**src/rtl/pipe_control_unit.sv**
```systemverilog
// Pipelined RV32I control unit: decodes in D, carries the control word through ID/EX, EX/MEM and
// MEM/WB, and resolves branches/jumps in E. Define MULDIV_EN to add RV32M decode.
module pipe_control_unit #(
   parameter int unsigned OP_WIDTH       = 7,
   parameter int unsigned FUNCT3_WIDTH   = 3,
   parameter int unsigned ALU_CTRL_WIDTH = 4,
   parameter int unsigned IMM_SRC_WIDTH  = 3
) (
   input  logic                      clk,
   input  logic                      rst,
   input  logic [OP_WIDTH-1:0]       op,
   input  logic [FUNCT3_WIDTH-1:0]   funct3,
   input  logic                      funct7_5,
   input  logic                      funct7_0,
   input  logic                      flush_e,
   input  logic                      stall_e,
   input  logic                      flush_m,
   input  logic                      ZeroE,
   input  logic                      LtE,
   input  logic                      LtuE,
   output logic [IMM_SRC_WIDTH-1:0]  ImmSrcD,
   output logic                      IllegalD,
   output logic [ALU_CTRL_WIDTH-1:0] ALUControlE,
   output logic                      ALUSrcAE,
   output logic                      ALUSrcBE,
   output logic [1:0]                PCSrcE,
   output logic                      MemReadE,
   output logic                      RegWriteE,
   output logic                      MemWriteM,
   output logic                      MemReadM,
   output logic                      RegWriteM,
   output logic [1:0]                ResultSrcM,
   output logic                      RegWriteW,
   output logic [1:0]                ResultSrcW
`ifdef MULDIV_EN
   ,
   output logic                      MulDivE,
   output logic [2:0]                MulDivOpE
`endif
);

   localparam logic [6:0] OpRType  = 7'b0110011;
   localparam logic [6:0] OpIAlu   = 7'b0010011;
   localparam logic [6:0] OpLoad   = 7'b0000011;
   localparam logic [6:0] OpStore  = 7'b0100011;
   localparam logic [6:0] OpBranch = 7'b1100011;
   localparam logic [6:0] OpJal    = 7'b1101111;
   localparam logic [6:0] OpJalr   = 7'b1100111;
   localparam logic [6:0] OpLui    = 7'b0110111;
   localparam logic [6:0] OpAuipc  = 7'b0010111;

   localparam logic [3:0] AluAdd   = 4'b0000;
   localparam logic [3:0] AluSub   = 4'b0001;
   localparam logic [3:0] AluAnd   = 4'b0010;
   localparam logic [3:0] AluOr    = 4'b0011;
   localparam logic [3:0] AluXor   = 4'b0100;
   localparam logic [3:0] AluSlt   = 4'b0101;
   localparam logic [3:0] AluSltu  = 4'b0110;
   localparam logic [3:0] AluSll   = 4'b0111;
   localparam logic [3:0] AluSrl   = 4'b1000;
   localparam logic [3:0] AluSra   = 4'b1001;
   localparam logic [3:0] AluPassB = 4'b1010;

   typedef struct packed {
      logic                      reg_write;
      logic                      mem_read;
      logic                      mem_write;
      logic [1:0]                result_src;
      logic                      alu_src_a;
      logic                      alu_src_b;
      logic                      branch;
      logic                      jump;
      logic                      jumpr;
      logic [ALU_CTRL_WIDTH-1:0] alu_ctrl;
      logic [FUNCT3_WIDTH-1:0]   funct3;
`ifdef MULDIV_EN
      logic                      muldiv;
`endif
   } ctrl_e_t;

   typedef struct packed {
      logic       reg_write;
      logic       mem_read;
      logic       mem_write;
      logic [1:0] result_src;
   } ctrl_m_t;

   typedef struct packed {
      logic       reg_write;
      logic [1:0] result_src;
   } ctrl_w_t;

   ctrl_e_t    ctrl_d;
   ctrl_e_t    id_ex_d, id_ex_q;
   ctrl_m_t    ex_mem_d, ex_mem_q;
   ctrl_w_t    mem_wb_d, mem_wb_q;
   logic [3:0] alu_fn;
   logic       is_rtype;
   logic       br_taken;

   assign is_rtype = (op == OpRType);

   // Shared R/I ALU decode; only R-type may turn funct3=000 into SUB.
   always_comb begin
      alu_fn = AluAdd;
      case (funct3[2:0])
         3'b000:  alu_fn = (is_rtype && funct7_5) ? AluSub : AluAdd;
         3'b001:  alu_fn = AluSll;
         3'b010:  alu_fn = AluSlt;
         3'b011:  alu_fn = AluSltu;
         3'b100:  alu_fn = AluXor;
         3'b101:  alu_fn = funct7_5 ? AluSra : AluSrl;
         3'b110:  alu_fn = AluOr;
         default: alu_fn = AluAnd;
      endcase
   end

   always_comb begin
      ctrl_d        = '0;
      ctrl_d.funct3 = funct3;
      ImmSrcD       = '0;
      IllegalD      = 1'b0;
      case (op)
         OpRType: begin
            ctrl_d.reg_write = 1'b1;
            ctrl_d.alu_ctrl  = ALU_CTRL_WIDTH'(alu_fn);
`ifdef MULDIV_EN
            if (funct7_0) begin
               ctrl_d.muldiv   = 1'b1;
               ctrl_d.alu_ctrl = ALU_CTRL_WIDTH'(AluAdd);
            end
`endif
         end
         OpIAlu: begin
            ctrl_d.reg_write = 1'b1;
            ctrl_d.alu_src_b = 1'b1;
            ctrl_d.alu_ctrl  = ALU_CTRL_WIDTH'(alu_fn);
         end
         OpLoad: begin
            ctrl_d.reg_write  = 1'b1;
            ctrl_d.mem_read   = 1'b1;
            ctrl_d.result_src = 2'b01;
            ctrl_d.alu_src_b  = 1'b1;
            ctrl_d.alu_ctrl   = ALU_CTRL_WIDTH'(AluAdd);
         end
         OpStore: begin
            ctrl_d.mem_write = 1'b1;
            ctrl_d.alu_src_b = 1'b1;
            ctrl_d.alu_ctrl  = ALU_CTRL_WIDTH'(AluAdd);
            ImmSrcD          = IMM_SRC_WIDTH'(3'b001);
         end
         OpBranch: begin
            ctrl_d.branch   = 1'b1;
            ctrl_d.alu_ctrl = ALU_CTRL_WIDTH'(AluSub);
            ImmSrcD         = IMM_SRC_WIDTH'(3'b010);
         end
         OpJal: begin
            ctrl_d.jump       = 1'b1;
            ctrl_d.reg_write  = 1'b1;
            ctrl_d.result_src = 2'b10;
            ImmSrcD           = IMM_SRC_WIDTH'(3'b011);
         end
         OpJalr: begin
            ctrl_d.jumpr      = 1'b1;
            ctrl_d.reg_write  = 1'b1;
            ctrl_d.result_src = 2'b10;
            ctrl_d.alu_src_b  = 1'b1;
            ctrl_d.alu_ctrl   = ALU_CTRL_WIDTH'(AluAdd);
         end
         OpLui: begin
            ctrl_d.reg_write = 1'b1;
            ctrl_d.alu_src_b = 1'b1;
            ctrl_d.alu_ctrl  = ALU_CTRL_WIDTH'(AluPassB);
            ImmSrcD          = IMM_SRC_WIDTH'(3'b100);
         end
         OpAuipc: begin
            ctrl_d.reg_write = 1'b1;
            ctrl_d.alu_src_a = 1'b1;
            ctrl_d.alu_src_b = 1'b1;
            ctrl_d.alu_ctrl  = ALU_CTRL_WIDTH'(AluAdd);
            ImmSrcD          = IMM_SRC_WIDTH'(3'b100);
         end
         default: begin
            ctrl_d   = '0;
            IllegalD = 1'b1;
         end
      endcase
   end

`ifndef MULDIV_EN
   logic unused_funct7_0;
   assign unused_funct7_0 = funct7_0;
`endif

   // A stall holds E and drops a bubble into M; flushes win over the stall.
   always_comb begin
      if (flush_e)      id_ex_d = '0;
      else if (stall_e) id_ex_d = id_ex_q;
      else              id_ex_d = ctrl_d;

      if (flush_m || stall_e) begin
         ex_mem_d = '0;
      end else begin
         ex_mem_d.reg_write  = id_ex_q.reg_write;
         ex_mem_d.mem_read   = id_ex_q.mem_read;
         ex_mem_d.mem_write  = id_ex_q.mem_write;
         ex_mem_d.result_src = id_ex_q.result_src;
      end

      mem_wb_d.reg_write  = ex_mem_q.reg_write;
      mem_wb_d.result_src = ex_mem_q.result_src;
   end

   always_ff @(posedge clk) begin
      if (rst) begin
         id_ex_q  <= '0;
         ex_mem_q <= '0;
         mem_wb_q <= '0;
      end else begin
         id_ex_q  <= id_ex_d;
         ex_mem_q <= ex_mem_d;
         mem_wb_q <= mem_wb_d;
      end
   end

   always_comb begin
      case (id_ex_q.funct3[2:0])
         3'b000:  br_taken = ZeroE;
         3'b001:  br_taken = !ZeroE;
         3'b100:  br_taken = LtE;
         3'b101:  br_taken = !LtE;
         3'b110:  br_taken = LtuE;
         3'b111:  br_taken = !LtuE;
         default: br_taken = 1'b0;
      endcase
   end

   // Redirect is suppressed while held so a stalled branch redirects only once.
   always_comb begin
      PCSrcE = 2'b00;
      if (!stall_e) begin
         if (id_ex_q.jumpr)                                    PCSrcE = 2'b10;
         else if (id_ex_q.jump || (id_ex_q.branch && br_taken)) PCSrcE = 2'b01;
      end
   end

   assign ALUControlE = id_ex_q.alu_ctrl;
   assign ALUSrcAE    = id_ex_q.alu_src_a;
   assign ALUSrcBE    = id_ex_q.alu_src_b;
   assign MemReadE    = id_ex_q.mem_read;
   assign RegWriteE   = id_ex_q.reg_write;
   assign MemWriteM   = ex_mem_q.mem_write;
   assign MemReadM    = ex_mem_q.mem_read;
   assign RegWriteM   = ex_mem_q.reg_write;
   assign ResultSrcM  = ex_mem_q.result_src;
   assign RegWriteW   = mem_wb_q.reg_write;
   assign ResultSrcW  = mem_wb_q.result_src;

`ifdef MULDIV_EN
   assign MulDivE   = id_ex_q.muldiv;
   assign MulDivOpE = id_ex_q.muldiv ? id_ex_q.funct3[2:0] : 3'b000;
`endif

endmodule

```
**config.mk**
```make
export PLATFORM = sky130hd
export DESIGN_NAME = pipe_control_unit
export DESIGN_NICKNAME = d
export VERILOG_FILES = /design/src/rtl/pipe_control_unit.sv
export SDC_FILE = /design/constraint.sdc
export NUM_CORES = 1
export LEC_CHECK = 0
export CORE_MARGIN = 3
export CORE_UTILIZATION = 43
export DETAILED_ROUTE_END_ITERATION = 12
export GPL_ROUTABILITY_DRIVEN = 0
export PLACE_DENSITY_LB_ADDON = 0.1
export SLEW_MARGIN = 20
export SYNTH_ARGS = -nofsm -noshare
export SYNTH_HDL_FRONTEND = slang
export SYNTH_SLANG_ARGS = --single-unit
```
**constraint.sdc**
```tcl
create_clock -name clk -period 2.4 [get_ports clk]
set_clock_uncertainty 0.2 [all_clocks]
set_input_delay 0.72 -clock clk [delete_from_list [all_inputs] [get_ports clk]]
set_output_delay 0.72 -clock clk [all_outputs]
set_load 0.05 [all_outputs]
```
; ---- After elaboration in Yosys (flattened, before gate mapping)
; Index checks and enable logic that the tools add are counted.
[totals]
regBits = 25
inputBits = 20
elab_cells = 74
[op_classes]
n_reduce_logical = 17
eq_ne = 20
n_mux = 20
[ops]
columns = op, n
row1 = $pmux 4 s7, 1
row2 = $eq 3x3->1 const B, 7
row3 = $eq 7x6->1 const B, 3
row4 = $eq 7x7->1 const B, 3
row5 = $eq 7x5->1 const B, 2
row6 = $mux 1, 12
row7 = $pmux 3 s4, 1
row8 = $pmux 4 s3, 1
row9 = $reduce_or 2->1, 5
row10 = $reduce_or 9->1, 1
row11 = $eq 7x2->1 const B, 1
row12 = $reduce_or 7->1, 1
row13 = $eq 3x1->1 const B, 2
row14 = $eq 3x2->1 const B, 2
row15 = $logic_not 3->1, 2
row16 = $pmux 1 s6, 1
row17 = $reduce_or 6->1, 1
row18 = $mux 2, 2
row19 = $pmux 2 s2, 1
row20 = $logic_not 1->1, 3
row21 = $mux 3, 1
row22 = $logic_and 1x1->1, 2
row23 = $logic_or 1x1->1, 2

; ---- Longest topological paths before layout
; Gate-level depths: netlist of run 1.
[depth]
depth_word = 7
depth_mapped = 5

; ---- Worst setup path before layout of run 1
; No wires, ideal clock.
[synth_timing]
path_type = input port to output port
start = input port op[6]
end = output port ImmSrcD[2]
n_path_buf = 0
path_stages = 2
slack_ns = -0.682
t_arrival_ns = 2.162
cell_sequence = nand2b_1 > nor3_1
[synth_between]
elab_chain_len = 3
[synth_lines]
columns = item, line
row1 = "start, declared", 11  ; input logic [OP_WIDTH-1:0] op,
row2 = $eq 7x5->1 or $eq 7x6->1 (tied branches), 123  ; case (op)
row3 = $reduce_or 2->1 (no line), --
row4 = $pmux 3 s4 *, 123
row5 = "end, declared", 21  ; output logic [IMM_SRC_WIDTH-1:0] ImmSrcD,
; Every way passes the cells marked *; elsewhere a longest branch is shown, timed or not.

; ---- Worst setup path in the final report of run 1
[layout_timing]
start = input port op[4]
end = output port IllegalD
[layout_between]
elab_chain_len = 3
[layout_lines]
columns = item, line
row1 = $eq 7x6->1 (tied with other cells), 123
row2 = $reduce_or 9->1 (no line) *, --
row3 = $mux 1 *, 123
row4 = "end, declared", 22  ; output logic IllegalD,
; Marked as above.

==> results of run 1 <==
routing by layer:
metal  global-route usage [%]  vias to the layer above  part of all wire [%]  wire length (um)
li1                         -                      583                     -                 -
met1                     24.8                      542                    40              1280
met2                     35.6                       43                    50              1610
met3                     4.01                        9                   7.4               238
met4                     9.27                        0                   2.6                82
met5                        0                        -                     0                 0
final cells by class:
type                            instances  area [um^2]  area share (%)
Sequential cell                        25          502            25.9
Clock buffer                            4         26.3            1.35
Multi-Input combinational cell         95          694            35.8
Timing Repair Buffer                   67          673            34.7
Inverter                                2         7.51           0.387
Tap cell                               30         37.5            1.93
worst paths after layout:
check,from,endpoint,slack [ns],depth (start not counted)
setup / recovery,op[4],IllegalD,-0.15,5
hold / removal,id_ex_q[14],id_ex_q[14],0.27,2
setup reg to reg,id_ex_q[0],id_ex_q[0],1.50,1
hold reg to reg,id_ex_q[14],id_ex_q[14],0.27,2
flip-flops by register name, indices dropped and copies added (netlist names):
register / cells
ALUControlE: 4
ALUSrcAE: 1
ALUSrcBE: 1
MemReadE: 1
MemReadM: 1
MemWriteM: 1
RegWriteE: 1
RegWriteM: 1
RegWriteW: 1
ResultSrcM: 2
ResultSrcW: 2
id_ex_q: 9
cells in the mapped netlist (all sizes together) (3+ instances only):
cell and number:
and2 5, nor2b 5, o21ai 8, nand2 11
nor2 14, nand3 6, a32o 3, xor2 3
dfxtp 25, buf 9, nor3 5, a21oi 11
per-stage QoR:
step / utilization (%) / total power [uW] / instances
final: 76.9 / 761 / 223
after global routing: 76.9 / 793 / 223
after CTS: 75.6 / 761 / 223
after detailed placement: 70.9 / 565 / 217
after global placement: 70.9 / 561 / 217
after floorplan: - / 489 / 132
power groups by stage:
stage | Combinational, uW | Sequential (uW) | Clock (uW)
3_5_place_dp | 138 | 427 | 0
5_1_grt | 166 | 418 | 208
2_1_floorplan | 61.0 | 428 | 0
3_3_place_gp | 134 | 427 | 0
6_report | 156 | 418 | 187
4_1_cts | 151 | 418 | 193
kinds of logic (layout without fill, tap and decap cells):
family | count (synthesis) | in the layout | synth area share, %
buf+inv | 12 | 73 | 6.98
simple gates | 55 | 55 | 25.5
compound gates | 34 | 34 | 19.7
flops | 25 | 25 | 43.0
mux | 3 | 3 | 2.69
xor+xnor | 3 | 3 | 2.26
cell usage in the layout, fill, tap and decap left out, drive strengths merged, types with 2 or more instances in the layout:
cell type	synthesis	routed
clkdlybuf4s50	0	8
xor2	3	3
dlymetal6s2s	0	7
a32o	3	3
nor2	14	14
buf	9	50
nor2b	5	5
a22oi	2	2
and2	5	5
clkbuf	1	5
inv	2	2
dfxtp	25	25
mux2i	2	2
a21oi	11	11
nand2	11	11
nand3b	2	2
nand3	6	6
o21ai	8	8
nor3	5	5
nand2b	2	2
worst max-delay path, cell delays in order:
cell,delay (ns)
buf_8,0.10
nand2b_4,0.13
a211o_4,0.33
a21o_4,0.20
buf_8,0.14
timing repair:
| item | in CTS | in global routing |
|---|---|---|
| endpoints found under the setup margin | 6 | 12 |
| pin swaps | 11 | 6 |
| resized for setup | 66 | 14 |
| buffers inserted | 2 | 0 |
==> impl_results.md, run 1 <==
- Synth top area share: a little over two fifths
- Final ANT Viol Nets: 0
- Max Freq: 0.393 GHz
- Diode count: 0
- TritonCTS sink count: 25
- Root Buffer: clkbuf_4
- Worst slew pin tran: 0.510 ns
- DR vias: approximately 1,200
- Final worst slack: -0.146 ns
- 1st-iter DRT viols: 24
- Clock Latency Late Sink: 0.31 ns
- Setup crit end kind: output port
- Cts bufs inserted: 3
- VDD IR-drop max: between 300 and 400 uV
- Dpl hpwl: approximately 2400 um
- Layout cells sized above 1: around 39%
- Top cells by area, synth: dfxtp_1, a21oi_1, nor2_1
- Critical Path Source Type: input port
- Area growth, synth to finish: 66.6%
- CTS hold repair buffers: 0
- All-layer global routing usage: roughly 21%
- Critical path arrival: roughly 1.6 ns
- PwrDens: around 390 nW/um^2
- Synth area leader: dfxtp_1
- Mapped cell area: roughly 1200 um^2
- Hold Path Class: flip-flop to flip-flop
- DRC: 0
- Leak pwr: around 0.00091 uW
- Die H: roughly 58 um
- Number of synthesized flops with an enable pin: 0
- Global-route wire length before repair: about 5300 um
- Number of synthesis warnings: 0
- Number of global-route vias before repair: ~1,200
- Clock transition at path regs: between 0.1 and 0.15 ns
- Fraction of registers with async set/reset: 0%
- Switch share: about a quarter
- Initial antenna violation count: 0
- Cell internal pwr: 562 uW
- Yosys cell types: 37
- DP Worst Slack: -0.605 ns
- DR vias/cell: between 5 and 6
- Combinational power share: slightly above 20%
- Row count: 18
- Drt wl/cell: approximately 14 um
- Initial Util: a little under half
- Crit path time final: between 2 and 3 ns
- Gr ovfl total: 0
- Core area: 2520 um^2
- Synthesized area per cell: around 8.8 um^2
- Failing checks: setup timing
- Sum Neg Setup Slack: -0.320 ns
- Drt first pass iters: 4
- Crit path max fanout: 3
- H-tree levels: 1
- WHS: 0.268 ns
- WS Path Type: input port to output port
- Die area: ~3400 um^2
- Main synth FF type: dfxtp_1
- Fillcell total: about 190
- WL final: approximately 3200 um
- Hold Vio Cnt, Final: 0
- Mapped Cells: approximately 130
- Final setup violation count: 4
- Placed cell areas: around 1800 um^2
- Clock share of power: between 20% and 30%
- Flops & latches, synth: 25
- Die extent in x: 58.0 um
- Sw Pwr: roughly 200 uW
- Nets@finish: 214
- Max-Cap Viols: 0
- Input/output buffers: 40
- Max-slew violations: 0
- Finished Cell Area: 1940 um^2
- Flop pwr share: between 50% and 60%
- Outcome: finished, violations left
- RSZ-0062 raised after global routing: true
- Seq/Total Area, Yosys: a little over two fifths
- I/O pin total: 42
- Largest net degree at the start of global routing: 14
- Slew headroom: between 60% and 70%
- Synthesized Nets: between 150 and 200
- Worst EP required: 1.48 ns
- Final Cycle Share: 106%
- Clock tree buffer depth: 2
- TritonCTS clock tree: done
(Power assumes the default switching activity.)
==> inputs of run 2 (changes only) <==
--- a/config.mk
+++ b/config.mk
@@ -10,7 +10,6 @@
 export DETAILED_ROUTE_END_ITERATION = 12
 export GPL_ROUTABILITY_DRIVEN = 0
 export PLACE_DENSITY_LB_ADDON = 0.1
-export SLEW_MARGIN = 20
 export SYNTH_ARGS = -nofsm -noshare
 export SYNTH_HDL_FRONTEND = slang
 export SYNTH_SLANG_ARGS = --single-unit
==> results of run 2 <==
Final layout, timing and power as in run 1 (identical DEF).
